[config.mk]
export PLATFORM = sky130hd
export DESIGN_NAME = dcache
export DESIGN_NICKNAME = d
export VERILOG_FILES = /design/src/rtl/dcache_pkg.sv /design/src/rtl/dcache_array.sv /design/src/rtl/dcache.sv
export SDC_FILE = /design/constraint.sdc
export NUM_CORES = 1
export LEC_CHECK = 0
export CORE_MARGIN = 4
export CORE_UTILIZATION = 40
export DETAILED_ROUTE_END_ITERATION = 10
export GPL_TIMING_DRIVEN = 0
export PLACE_DENSITY_LB_ADDON = 0.2
export SETUP_SLACK_MARGIN = 0.2
export SLEW_MARGIN = 20
export SYNTH_ARGS = -nofsm -noshare
export SYNTH_HDL_FRONTEND = slang
export SYNTH_HIERARCHICAL = 1
export SYNTH_SLANG_ARGS = --single-unit
[constraint.sdc]
create_clock -name clk -period 2.4 [get_ports clk]
set_input_delay 0.36 -clock clk [delete_from_list [all_inputs] [get_ports clk]]
set_output_delay 0.36 -clock clk [all_outputs]
set_load 0.005 [all_outputs]
[src/rtl/dcache_pkg.sv]
// Shared types and sizing for the direct-mapped write-through data cache.
package dcache_pkg;

    localparam int unsigned ADDR_BITS  = 8;
    localparam int unsigned DATA_BITS  = 16;
    localparam int unsigned NUM_LINES  = 4;
    localparam int unsigned INDEX_BITS = $clog2(NUM_LINES);
    localparam int unsigned TAG_BITS   = ADDR_BITS - INDEX_BITS;
    localparam int unsigned COUNT_BITS = 16;

    typedef enum logic [2:0] {
        S_IDLE,
        S_FILL_WAIT,
        S_READ_RELAY,
        S_WT_WAIT,
        S_WRITE_RELAY
    } state_t;

    typedef struct packed {
        logic                 valid;
        logic [TAG_BITS-1:0]  tag;
        logic [DATA_BITS-1:0] data;
    } line_t;

    function automatic logic [INDEX_BITS-1:0] addr_index(input logic [ADDR_BITS-1:0] addr);
        return addr[INDEX_BITS-1:0];
    endfunction

    function automatic logic [TAG_BITS-1:0] addr_tag(input logic [ADDR_BITS-1:0] addr);
        return addr[ADDR_BITS-1:INDEX_BITS];
    endfunction

endpackage

[src/rtl/dcache_array.sv]
// Tag/valid/data storage: combinational lookup, one write port, synchronous flush of valid bits.
module dcache_array
    import dcache_pkg::*;
(
    input  logic                 clk,
    input  logic                 reset,
    input  logic                 flush,
    input  logic [ADDR_BITS-1:0] lookup_address,
    output logic                 hit_c,
    output logic [DATA_BITS-1:0] lookup_data_c,
    input  logic                 wr_en,
    input  logic [ADDR_BITS-1:0] wr_address,
    input  logic [DATA_BITS-1:0] wr_data
);

    line_t lines [NUM_LINES];
    line_t lookup_line_c;

    assign lookup_line_c = lines[addr_index(lookup_address)];
    assign hit_c         = lookup_line_c.valid && (lookup_line_c.tag == addr_tag(lookup_address));
    assign lookup_data_c = lookup_line_c.data;

    // Flush is applied after the write so a same-edge fill still ends up invalid.
    always_ff @(posedge clk or negedge reset) begin
        if (!reset) begin
            for (int i = 0; i < NUM_LINES; i++) begin
                lines[i] <= '0;
            end
        end else begin
            if (wr_en) begin
                lines[addr_index(wr_address)] <= '{valid: 1'b1,
                                                   tag:   addr_tag(wr_address),
                                                   data:  wr_data};
            end
            if (flush) begin
                for (int i = 0; i < NUM_LINES; i++) begin
                    lines[i].valid <= 1'b0;
                end
            end
        end
    end

endmodule

[src/rtl/dcache.sv]
// Direct-mapped write-through, write-allocate data cache between the LSU and the memory controller.
// Optional load hit/miss statistics are built when DCACHE_STATS_EN is defined.
module dcache
    import dcache_pkg::*;
(
    input  logic                  clk,
    input  logic                  reset,
    input  logic                  flush,
    input  logic                  lsu_read_valid,
    input  logic [ADDR_BITS-1:0]  lsu_read_address,
    output logic                  lsu_read_ready,
    output logic [DATA_BITS-1:0]  lsu_read_data,
    input  logic                  lsu_write_valid,
    input  logic [ADDR_BITS-1:0]  lsu_write_address,
    input  logic [DATA_BITS-1:0]  lsu_write_data,
    output logic                  lsu_write_ready,
    output logic                  ctrl_read_valid,
    output logic [ADDR_BITS-1:0]  ctrl_read_address,
    input  logic                  ctrl_read_ready,
    input  logic [DATA_BITS-1:0]  ctrl_read_data,
    output logic                  ctrl_write_valid,
    output logic [ADDR_BITS-1:0]  ctrl_write_address,
    output logic [DATA_BITS-1:0]  ctrl_write_data,
    input  logic                  ctrl_write_ready,
    output logic [COUNT_BITS-1:0] hit_count,
    output logic [COUNT_BITS-1:0] miss_count
);

    state_t state, state_nxt;

    logic                 hit_c;
    logic [DATA_BITS-1:0] lookup_data_c;
    logic                 wr_en_c;
    logic [ADDR_BITS-1:0] wr_address_c;
    logic [DATA_BITS-1:0] wr_data_c;

    logic                 lsu_read_ready_nxt;
    logic [DATA_BITS-1:0] lsu_read_data_nxt;
    logic                 lsu_write_ready_nxt;
    logic                 ctrl_read_valid_nxt;
    logic [ADDR_BITS-1:0] ctrl_read_address_nxt;
    logic                 ctrl_write_valid_nxt;
    logic [ADDR_BITS-1:0] ctrl_write_address_nxt;
    logic [DATA_BITS-1:0] ctrl_write_data_nxt;

    dcache_array u_array (
        .clk            (clk),
        .reset          (reset),
        .flush          (flush),
        .lookup_address (lsu_read_address),
        .hit_c          (hit_c),
        .lookup_data_c  (lookup_data_c),
        .wr_en          (wr_en_c),
        .wr_address     (wr_address_c),
        .wr_data        (wr_data_c)
    );

    always_ff @(posedge clk or negedge reset) begin
        if (!reset) begin
            state <= S_IDLE;
        end else begin
            state <= state_nxt;
        end
    end

    always_comb begin
        state_nxt = state;
        case (state)
            S_IDLE: begin
                if (lsu_read_valid) begin
                    state_nxt = hit_c ? S_READ_RELAY : S_FILL_WAIT;
                end else if (lsu_write_valid) begin
                    state_nxt = S_WT_WAIT;
                end
            end
            S_FILL_WAIT:   if (ctrl_read_ready)  state_nxt = S_READ_RELAY;
            S_WT_WAIT:     if (ctrl_write_ready) state_nxt = S_WRITE_RELAY;
            // Relays wait for both sides to release so a stale ready never answers the next request.
            S_READ_RELAY:  if (!lsu_read_valid && !ctrl_read_ready)   state_nxt = S_IDLE;
            S_WRITE_RELAY: if (!lsu_write_valid && !ctrl_write_ready) state_nxt = S_IDLE;
            default:       state_nxt = S_IDLE;
        endcase
    end

    always_comb begin
        lsu_read_ready_nxt     = lsu_read_ready;
        lsu_read_data_nxt      = lsu_read_data;
        lsu_write_ready_nxt    = lsu_write_ready;
        ctrl_read_valid_nxt    = ctrl_read_valid;
        ctrl_read_address_nxt  = ctrl_read_address;
        ctrl_write_valid_nxt   = ctrl_write_valid;
        ctrl_write_address_nxt = ctrl_write_address;
        ctrl_write_data_nxt    = ctrl_write_data;
        wr_en_c                = 1'b0;
        wr_address_c           = ctrl_read_address;
        wr_data_c              = ctrl_read_data;
        case (state)
            S_IDLE: begin
                if (lsu_read_valid) begin
                    if (hit_c) begin
                        lsu_read_data_nxt  = lookup_data_c;
                        lsu_read_ready_nxt = 1'b1;
                    end else begin
                        ctrl_read_valid_nxt   = 1'b1;
                        ctrl_read_address_nxt = lsu_read_address;
                    end
                end else if (lsu_write_valid) begin
                    ctrl_write_valid_nxt   = 1'b1;
                    ctrl_write_address_nxt = lsu_write_address;
                    ctrl_write_data_nxt    = lsu_write_data;
                end
            end
            S_FILL_WAIT: begin
                if (ctrl_read_ready) begin
                    ctrl_read_valid_nxt = 1'b0;
                    lsu_read_data_nxt   = ctrl_read_data;
                    lsu_read_ready_nxt  = 1'b1;
                    wr_en_c             = 1'b1;
                end
            end
            S_WT_WAIT: begin
                wr_address_c = ctrl_write_address;
                wr_data_c    = ctrl_write_data;
                if (ctrl_write_ready) begin
                    ctrl_write_valid_nxt = 1'b0;
                    lsu_write_ready_nxt  = 1'b1;
                    wr_en_c              = 1'b1;
                end
            end
            S_READ_RELAY: begin
                if (!lsu_read_valid && !ctrl_read_ready) lsu_read_ready_nxt = 1'b0;
            end
            S_WRITE_RELAY: begin
                if (!lsu_write_valid && !ctrl_write_ready) lsu_write_ready_nxt = 1'b0;
            end
            default: ;
        endcase
    end

    always_ff @(posedge clk or negedge reset) begin
        if (!reset) begin
            lsu_read_ready     <= 1'b0;
            lsu_read_data      <= '0;
            lsu_write_ready    <= 1'b0;
            ctrl_read_valid    <= 1'b0;
            ctrl_read_address  <= '0;
            ctrl_write_valid   <= 1'b0;
            ctrl_write_address <= '0;
            ctrl_write_data    <= '0;
        end else begin
            lsu_read_ready     <= lsu_read_ready_nxt;
            lsu_read_data      <= lsu_read_data_nxt;
            lsu_write_ready    <= lsu_write_ready_nxt;
            ctrl_read_valid    <= ctrl_read_valid_nxt;
            ctrl_read_address  <= ctrl_read_address_nxt;
            ctrl_write_valid   <= ctrl_write_valid_nxt;
            ctrl_write_address <= ctrl_write_address_nxt;
            ctrl_write_data    <= ctrl_write_data_nxt;
        end
    end

`ifdef DCACHE_STATS_EN
    logic [COUNT_BITS-1:0] hit_q, miss_q;
    logic                  load_in_idle_c;

    assign load_in_idle_c = (state == S_IDLE) && lsu_read_valid;

    // Saturating load statistics, cleared only by reset.
    always_ff @(posedge clk or negedge reset) begin
        if (!reset) begin
            hit_q  <= '0;
            miss_q <= '0;
        end else begin
            if (load_in_idle_c && hit_c && (hit_q != '1))   hit_q  <= hit_q + COUNT_BITS'(1);
            if (load_in_idle_c && !hit_c && (miss_q != '1)) miss_q <= miss_q + COUNT_BITS'(1);
        end
    end

    assign hit_count  = hit_q;
    assign miss_count = miss_q;
`else
    assign hit_count  = '0;
    assign miss_count = '0;
`endif

endmodule

==> results of run 1 <==
[critical path: cells and delay by family (launching register included)]
kind          cells  cell delay (ps)
buf+inv           1              140
xor+xnor          1              180
mux               2              860
simple gates      4              550
flops             1              380
[where the power goes]
| group | switching (mW) | internal, mW | total [mW] | leakage [nW] |
|---|---|---|---|---|
| combinational | 1.73 | 3.15 | 4.88 | 2.19 |
| sequential | 0.737 | 3.69 | 4.43 | 1.78 |
| clock | 1.03 | 1.90 | 2.93 | 0.309 |
| total | 3.49 | 8.75 | 12.2 | 4.27 |
[cells in the mapped netlist, drive strengths merged (2+ instances only)]
master	number
buf	52
nor3	5
inv	6
xnor2	8
nand3b	2
dfrtp	147
nand3	3
o221a	16
clkbuf	2
nand2	9
mux2	144
nor2	6
mux4	22
or2b	8
nand2b	10
a21oi	5
nor2b	2
[through the flow]
stage | hold WS [ps] | setup slack, ps
6_report | 281 | 160
5_1_grt | 273 | 98.9
4_1_cts | 288 | 120
3_5_place_dp | 339 | -1100
3_3_place_gp | 479 | -4790
2_1_floorplan | 64.4 | 203
[cells by family (layout without fill, tap and decap cells)]
family	Yosys count	in the layout	share of synthesized area
compound gates	31	31	0.0406
mux	166	166	0.312
flops	147	147	0.533
buf+inv	60	231	0.0573
other cells	1	32	0.000543
xor+xnor	9	9	0.0114
simple gates	49	49	0.0450
[worst max-delay path by stage]
stage	endpoint	slack, ps	depth (start not counted)	start
after global placement	ctrl_write_address[6]	-4790	1	reset
after detailed placement	lsu_read_data[14]	-1100	9	lsu_read_address[0]
final	ctrl_read_address[6]	160	8	u_array/lines[41]
after CTS	ctrl_read_address[6]	120	8	u_array/lines[41]
after global routing	ctrl_read_address[6]	100	8	u_array/lines[87]
after floorplan	u_array/lines[77]	200	7	state[2]
[routing by layer]
metal	vias up	global-route usage	share of wire
li1	2015	-	-
met1	2307	0.231	0.43
met2	154	0.296	0.49
met3	28	0.0422	0.057
met4	0	0.0572	0.022
met5	-	0	0
[final cells by class]
cell class	count	area, um2
well taps	220	275
multi-input cells	287	3170
plain buffers	54	494
repair buffers	139	1430
flip-flops and latches	147	3680
clock inverters	12	203
clock buffers	20	457
fillers	1295	7030
inverters	6	22.5
[state kept, by name, indices dropped and copies added (netlist names)]
signal / count
u_array/lines: 92
ctrl_write_data: 16
lsu_read_data: 16
ctrl_read_address: 8
ctrl_write_address: 8
state: 3
ctrl_read_valid: 1
ctrl_write_valid: 1
lsu_read_ready: 1
lsu_write_ready: 1
[timing repair]
item                                    4_1_cts  5_1_grt
gates cloned                                  2        2
hold buffers                                  1        0
buffers inserted                             19        8
pin swaps                                    12       10
endpoints found under the setup margin      120       93
hold endpoints to repair                     62        0
resized for setup                            60       32
==> out/qor.yml, run 1 <==
globalplace.congestion: 0.789
vias: 4504
final_common_cell: "dfrtp_1"
rsz0062_at_grt: "yes"
p_total_mw: 12.2
area_delta_synth_final_pct: 41.0
design_area_mm2: 0.00973
rr_endpoint: "ctrl_read_address[6]"
synth_top_area_frac: 0.533
path_cells: "mux4_2 -> xnor2_2 -> nand4_1 -> nor3_4 -> buf_12 -> nor2b_4 -> nand2_4 -> mux2_2"
fp.dieArea_mm2: 0.0194
grt_pass1_vias: 4752
clock.fmax_mhz: 446
hold_end: "ctrl_read_address[6]"
core_mm2: 0.0168
clock_path_buffers: 2
dpl.hpwl_um: 11400
max_cap_viol_count: 0
r2r_slack_ps: 160
cts_buffers: 17
drt_iter0_markers: 320
critPathMaxFanout: 8
grt.overflow.total: 0
hold_depth: 2
cts_root_buf: "clkbuf_16"
r2r-start: "u_array/lines[41]"
worstSetupEndpointType: "flop"
firstDrtPassIters: 5
synth-seq-area-share: 0.533
post-route-period-util: 0.933
insertion_delay_ps: 410
finClkSkew_ps: 6.43
synth_edf_count: 0
clkTransAtPathRegs_ps: 60
r2r_cells: 8
syn_area_mm2: 0.00690
netlist_instances: 463
fin_cells: 885
drive_gt1_frac: 0.456
die_x_um: 139
grt_antenna_before_repair: 0
layout_min_cycle_time_ps: 2240
final.setup.tns_ps: 0
cts_tree: "done"
min-delay-start: "lsu_read_address[6]"
placedCellCount: 821
grt_pass1_wl_um: 26800
layout_common_cells: "dfrtp_1 (145), mux2_2 (120), clkdlybuf4s50_1 (102), buf_4 (57), conb_1 (32)"
cpPeakStageDelay_ps: 500
die_h_um: 139
place_area_mm2: 0.00844
status: "finished clean"
p_leak_nw: 4.27
initial_core_util: 0.412
pin_count: 139
drt_drc_violations_left: 0
cts_max_level: 4
wl_um: 17500
diodes: 0
syn_avg_cell_area_um2: 14.9
required_ps: 2700
start_kind: "flop"
hold_viol_final: 0
yosys-top-cells-area: "dfrtp_1 (53%), mux2_2 (23%), mux4_2 (3.9%)"
via_per_inst: 5.09
arrival_ps: 2540
row_count: 47
synth_seq_cells: 147
ys_types: 41
routedWlPerCell_um: 19.8
path_class: "reg -> reg"
synth-main-ff-cell: "dfrtp_1"
synth_top_cell_by_area: "dfrtp_1"
hold_path.class: "in -> reg"
ant_nets: 0
final_core_util: 0.581
p_per_area_mw_per_mm2: 1260
vdd_drop_max_v: 0.000658
numPortBuffers: 106
slew_violations: 0
setup_viol: 0
cp_slowest_cell: "mux4_2"
yosysWarnings: 6
cts.sinks: 147
nNetsFinal: 707
ys_async_sr_fraction: 1.00
grt_usage: 0.178
grt_max_degree: 86
(Power assumes the default switching activity.)
==> run 2: changes to the inputs <==
Settings changed: CAP_MARGIN from default to 10, PLACE_DENSITY from default to 0.67, PLACE_DENSITY_LB_ADDON 0.2 to default.
==> run 2 against run 1 <==
Against the previous run:
- worst setup slack got worse by 81 ps
- hold slack worse by 22 ps
- sequential power hardly changed
- critical path depth unchanged
- clock skew about the same
- die area unchanged
- first-iteration DRC count shrank 44%
- critical path type unchanged
- largest cell class unchanged
- highest routed layer unchanged
==> out/qor.yml, run 2 (synthesis gave the netlist of run 1 again) <==
layout_common_cells: "dfrtp_1 (145), mux2_2 (113), clkdlybuf4s50_1 (102), buf_4 (56), conb_1 (32)"
finClkSkew_ps: 6.58
grt_max_degree: 93
grt_usage: 0.182
drt_drc_violations_left: 0
hold_viol_final: 0
pin_count: 139
p_per_area_mw_per_mm2: 1230
use_met2: 0.309
core_mm2: 0.0168
setup_slack_ps: 78.5
grt_antenna_before_repair: 0
nNetsFinal: 711
cts_max_level: 4
via_per_inst: 5.06
slew_violations: 0
diodes: 0
dpl.hpwl_um: 11300
area_delta_synth_final_pct: 39.8
clock_path_buffers: 2
clock.fmax_mhz: 431
largestRegisters: "u_array/lines (92), ctrl_write_data (16), lsu_read_data (16)"
placedCellCount: 821
fillers: 1296
grt_util_met3: 0.0477
die_x_um: 139
max_cap_viol_count: 0
start_kind: "flop"
clkTransAtPathRegs_ps: 60
vias: 4484
globalplace.congestion: 0.750
vdd_drop_max_v: 0.000768
required_ps: 2710
post-route-period-util: 0.967
dp_slack_ps: -1000
cts_tree: "done"
largest_register_ff_count: 92
rsz0062_at_grt: "yes"
gr-usage-met1: 0.231
grt_busiest_layer: "met2"
p_total_mw: 11.9
routedWlPerCell_um: 19.8
place_area_mm2: 0.00844
p_leak_nw: 4.27
wl_um: 17500
status: "finished clean"
setup_viol: 0
worstSetupEndpointType: "flop"
arrival_ps: 2630
final_common_cell: "dfrtp_1"
row_count: 47
final.setup.tns_ps: 0
multi_input_area_mm2: 0.00318
layout.area.seq_mm2: 0.00368
critPathMaxFanout: 8
path_class: "reg -> reg"
grt_pass1_wl_um: 27300
grt.overflow.total: 0
grt_pass1_vias: 4941
cts_root_buf: "clkbuf_16"
insertion_delay_ps: 420
numPortBuffers: 106
fp.dieArea_mm2: 0.0194
cts.sinks: 147
initial_core_util: 0.412
drt_iter0_markers: 180
die_h_um: 139
cts_buffers: 17
design_area_mm2: 0.00965
ant_nets: 0
hold_path.class: "in -> reg"
fin_cells: 887
layout_min_cycle_time_ps: 2320
firstDrtPassIters: 4
drive_gt1_frac: 0.448
regMostFlops: "u_array/lines"
[run 2: cell count changes in the layout (fill, tap and decap cells not counted), sizes merged]
cell / previous run / this run
buf: 84 / 91
bufinv: 5 / 2
clkinvlp: 4 / 1
clkbuf: 24 / 26
inv: 7 / 6
[run 2: path summary, 6_finish.rpt]
| check | from | end | slack [ps] | cells past startpoint |
|---|---|---|---|---|
| max | u_array/lines[16] | ctrl_read_address[3] | 80 | 8 |
| min | lsu_read_address[6] | ctrl_read_address[6] | 260 | 2 |
| max reg2reg | u_array/lines[16] | ctrl_read_address[3] | 80 | 8 |
| min reg2reg | u_array/lines[46] | u_array/lines[46] | 500 | 1 |
| max in group asynchronous | reset | u_array/lines[88] | 1150 | 3 |
| min in group asynchronous | reset | ctrl_write_data[8] | 450 | 2 |
[run 2: where the power goes]
group          total [mW]  switching [mW]  internal (mW)
Clock                2.53           0.964           1.57
Combinational        4.91            1.74           3.16
Sequential           4.42           0.728           3.69
[run 2: worst max-delay path, stage by stage, from the launching register on]
cell,delay [ps]
dfrtp_1,380
mux4_2,500
xnor2_2,160
nand4_1,210
nor3_4,320
nor2b_2,90
nand2_2,100
buf_12,140
mux2_4,300
[run 2: metal layers]
| layer | vias up | routed length [um] |
|---|---|---|
| met5 | - | 0 |
| met4 | 0 | 267 |
| met3 | 22 | 933 |
| met2 | 130 | 8770 |
| met1 | 2310 | 7570 |
| li1 | 2022 | - |
[run 2: stage by stage]
step | utilization | hold slack [ps]
finish | 0.576 | 259
global route | 0.576 | 270
CTS | 0.563 | 336
detailed placement | 0.503 | 313
global placement | 0.501 | 479
floorplan | - | 64.4
[run 2: final cells by class]
cell class / instances / share of cell area
sequential: 147 / 0.382
multi-input combinational: 287 / 0.330
timing repair buffer: 143 / 0.149
buffer: 54 / 0.0519
clock buffer: 25 / 0.0493
tap: 220 / 0.0285
clock inverter: 5 / 0.00804
inverter: 6 / 0.00233
[run 2: what timing repair did]
item                                   4_1_cts  5_1_grt
setup endpoints to repair                  120       76
pin swaps                                   12        6
endpoints found under the hold margin       55        0
resized for setup                           64       44
gates cloned                                 4        1
buffers inserted                            23        7
hold buffers                                 1        0
==> run 3: changes to the inputs <==
Settings changed: CORE_UTILIZATION 40 to 30, PLACE_DENSITY 0.67 to default, SKIP_LAST_GASP from default to 1.
==> run 3 against run 2 <==
Against the previous run:
- critical path depth unchanged
- clock power increased by 6%
- first-iteration DRC count decreased by 15%
- total power decreased by 0.39%
- maximum frequency decreased by 1.1%
- largest cell class unchanged
- largest power group unchanged
==> out/qor.yml, run 3 (synthesis gave the netlist of run 1 again) <==
drt_drc_violations_left: 0
clock_path_buffers: 2
cts.sinks: 147
final_common_cell: "dfrtp_1"
post-route-period-util: 0.978
status: "finished clean"
r2r_cells: 8
grt_max_degree: 95
grt_usage: 0.142
dpl.hpwl_um: 12100
largestRegisters: "u_array/lines (92), ctrl_write_data (16), lsu_read_data (16)"
regMostFlops: "u_array/lines"
place_area_mm2: 0.00852
arrival_ps: 2650
area_delta_synth_final_pct: 39.5
fp.dieArea_mm2: 0.0255
hold_depth: 2
setup_viol: 0
path_class: "reg -> reg"
grt_pass1_vias: 4804
grt.overflow.total: 0
die_x_um: 160
slew_violations: 0
cp_top_family: "multiplexers"
routedWlPerCell_um: 19.4
vias: 4469
largest_register_ff_count: 92
diodes: 0
hold_viol_final: 0
critPathMaxFanout: 10
dp_slack_ps: -1080
min-delay-start: "lsu_read_address[6]"
cts_tree: "done"
worstSetupEndpointType: "flop"
grt_pass1_wl_um: 27900
setup_slack_ps: 53.1
row_count: 55
path_depth: 8
nNetsFinal: 701
cp_slowest_cell: "dfrtp_2"
r2r-start: "state[2]"
holdWs_ps: 257
core_mm2: 0.0226
rsz0062_at_grt: "yes"
ant_nets: 0
required_ps: 2700
cts_root_buf: "clkbuf_16"
clock.fmax_mhz: 426
path_cells: "and2b_2 -> nand2_4 -> buf_12 -> mux2_4 -> nor3b_4 -> buf_4 -> buf_6 -> mux2_2"
globalplace.congestion: 0.747
drt_iter0_markers: 153
cts_buffers: 17
crit_path_start: "state[2]"
cpPeakStageDelay_ps: 450
max_cap_viol_count: 0
numPortBuffers: 106
final.setup.tns_ps: 0
layout_common_cells: "dfrtp_1 (145), mux2_2 (134), clkdlybuf4s50_1 (102), buf_4 (49), conb_1 (32)"
via_per_inst: 4.73
finClkSkew_ps: 9.58
layout_min_cycle_time_ps: 2350
p_per_area_mw_per_mm2: 1230
die_h_um: 160
final_core_util: 0.425
design_area_mm2: 0.00963
firstDrtPassIters: 4
pin_count: 139
cts_max_level: 4
insertion_delay_ps: 420
hold_path.class: "in -> reg"
vdd_drop_max_v: 0.000526
p_leak_nw: 4.18
grt_antenna_before_repair: 0
worst-path-buf-inv: 3
clkTransAtPathRegs_ps: 60
drive_gt1_frac: 0.452
start_kind: "flop"
wl_um: 18300
initial_core_util: 0.305
## run 3: cell types whose count changed in the layout (fill, tap and decap cells not counted), sizes merged
| cell | delta |
|---|---|
| clkinv | +1 |
| clkbuf | -5 |
| buf | -11 |
| inv | +3 |
| clkinvlp | +4 |
## run 3: final timing paths
path	slack [ps]	to
worst max-delay path	50	u_array/lines[72]
worst min-delay path	260	ctrl_read_address[6]
worst max register to register	50	u_array/lines[72]
worst min register to register	500	u_array/lines[71]
max in group asynchronous	1170	ctrl_write_data[9]
min in group asynchronous	440	ctrl_write_address[3]
## run 3: per-stage QoR
| stage | power (mW) | cells |
|---|---|---|
| after floorplan | 6.81 | 494 |
| after global placement | 8.44 | 885 |
| after detailed placement | 8.69 | 886 |
| after CTS | 11.9 | 943 |
| after global routing | 12.5 | 944 |
| final | 11.8 | 944 |
## run 3: cell type report
cell class | instances | area, um2
Sequential cell | 147 | 3680
Timing Repair Buffer | 133 | 1360
Buffer | 54 | 490
Multi-Input combinational cell | 287 | 3120
Fill cell | 2069 | 13000
Inverter | 6 | 22.5
Clock inverter | 13 | 150
Tap cell | 285 | 357
Clock buffer | 19 | 453
## run 3: per-layer routing
metal  vias up  global-route usage  share of wire
met5         -                   0              0
met4         0              0.0473          0.021
met3        30              0.0410          0.059
met2       150               0.234           0.49
met1      2289               0.181           0.43
li1       2000                   -              -
## run 3: where the power goes
| part | internal, mW | switching, mW |
|---|---|---|
| Clock | 1.60 | 1.09 |
| Sequential | 3.69 | 0.728 |
| Combinational | 2.98 | 1.73 |
| Total | 8.27 | 3.54 |
## run 3: repair_timing
action / in CTS / in global routing
setup endpoints to repair: 120 / 112
gates cloned: 3 / 0
pin swaps: 9 / 3
hold buffers: 1 / 0
setup buffers: 21 / 1
endpoints found under the hold margin: 53 / 0
gates resized for setup: 66 / 13
## run 3: worst reg2reg max path: stages (launching register included)
cell and delay [ps]:
dfrtp_2 450, and2b_2 270, nand2_4 100, buf_12 150
mux2_4 350, nor3b_4 220, buf_4 140, buf_6 160
mux2_2 360
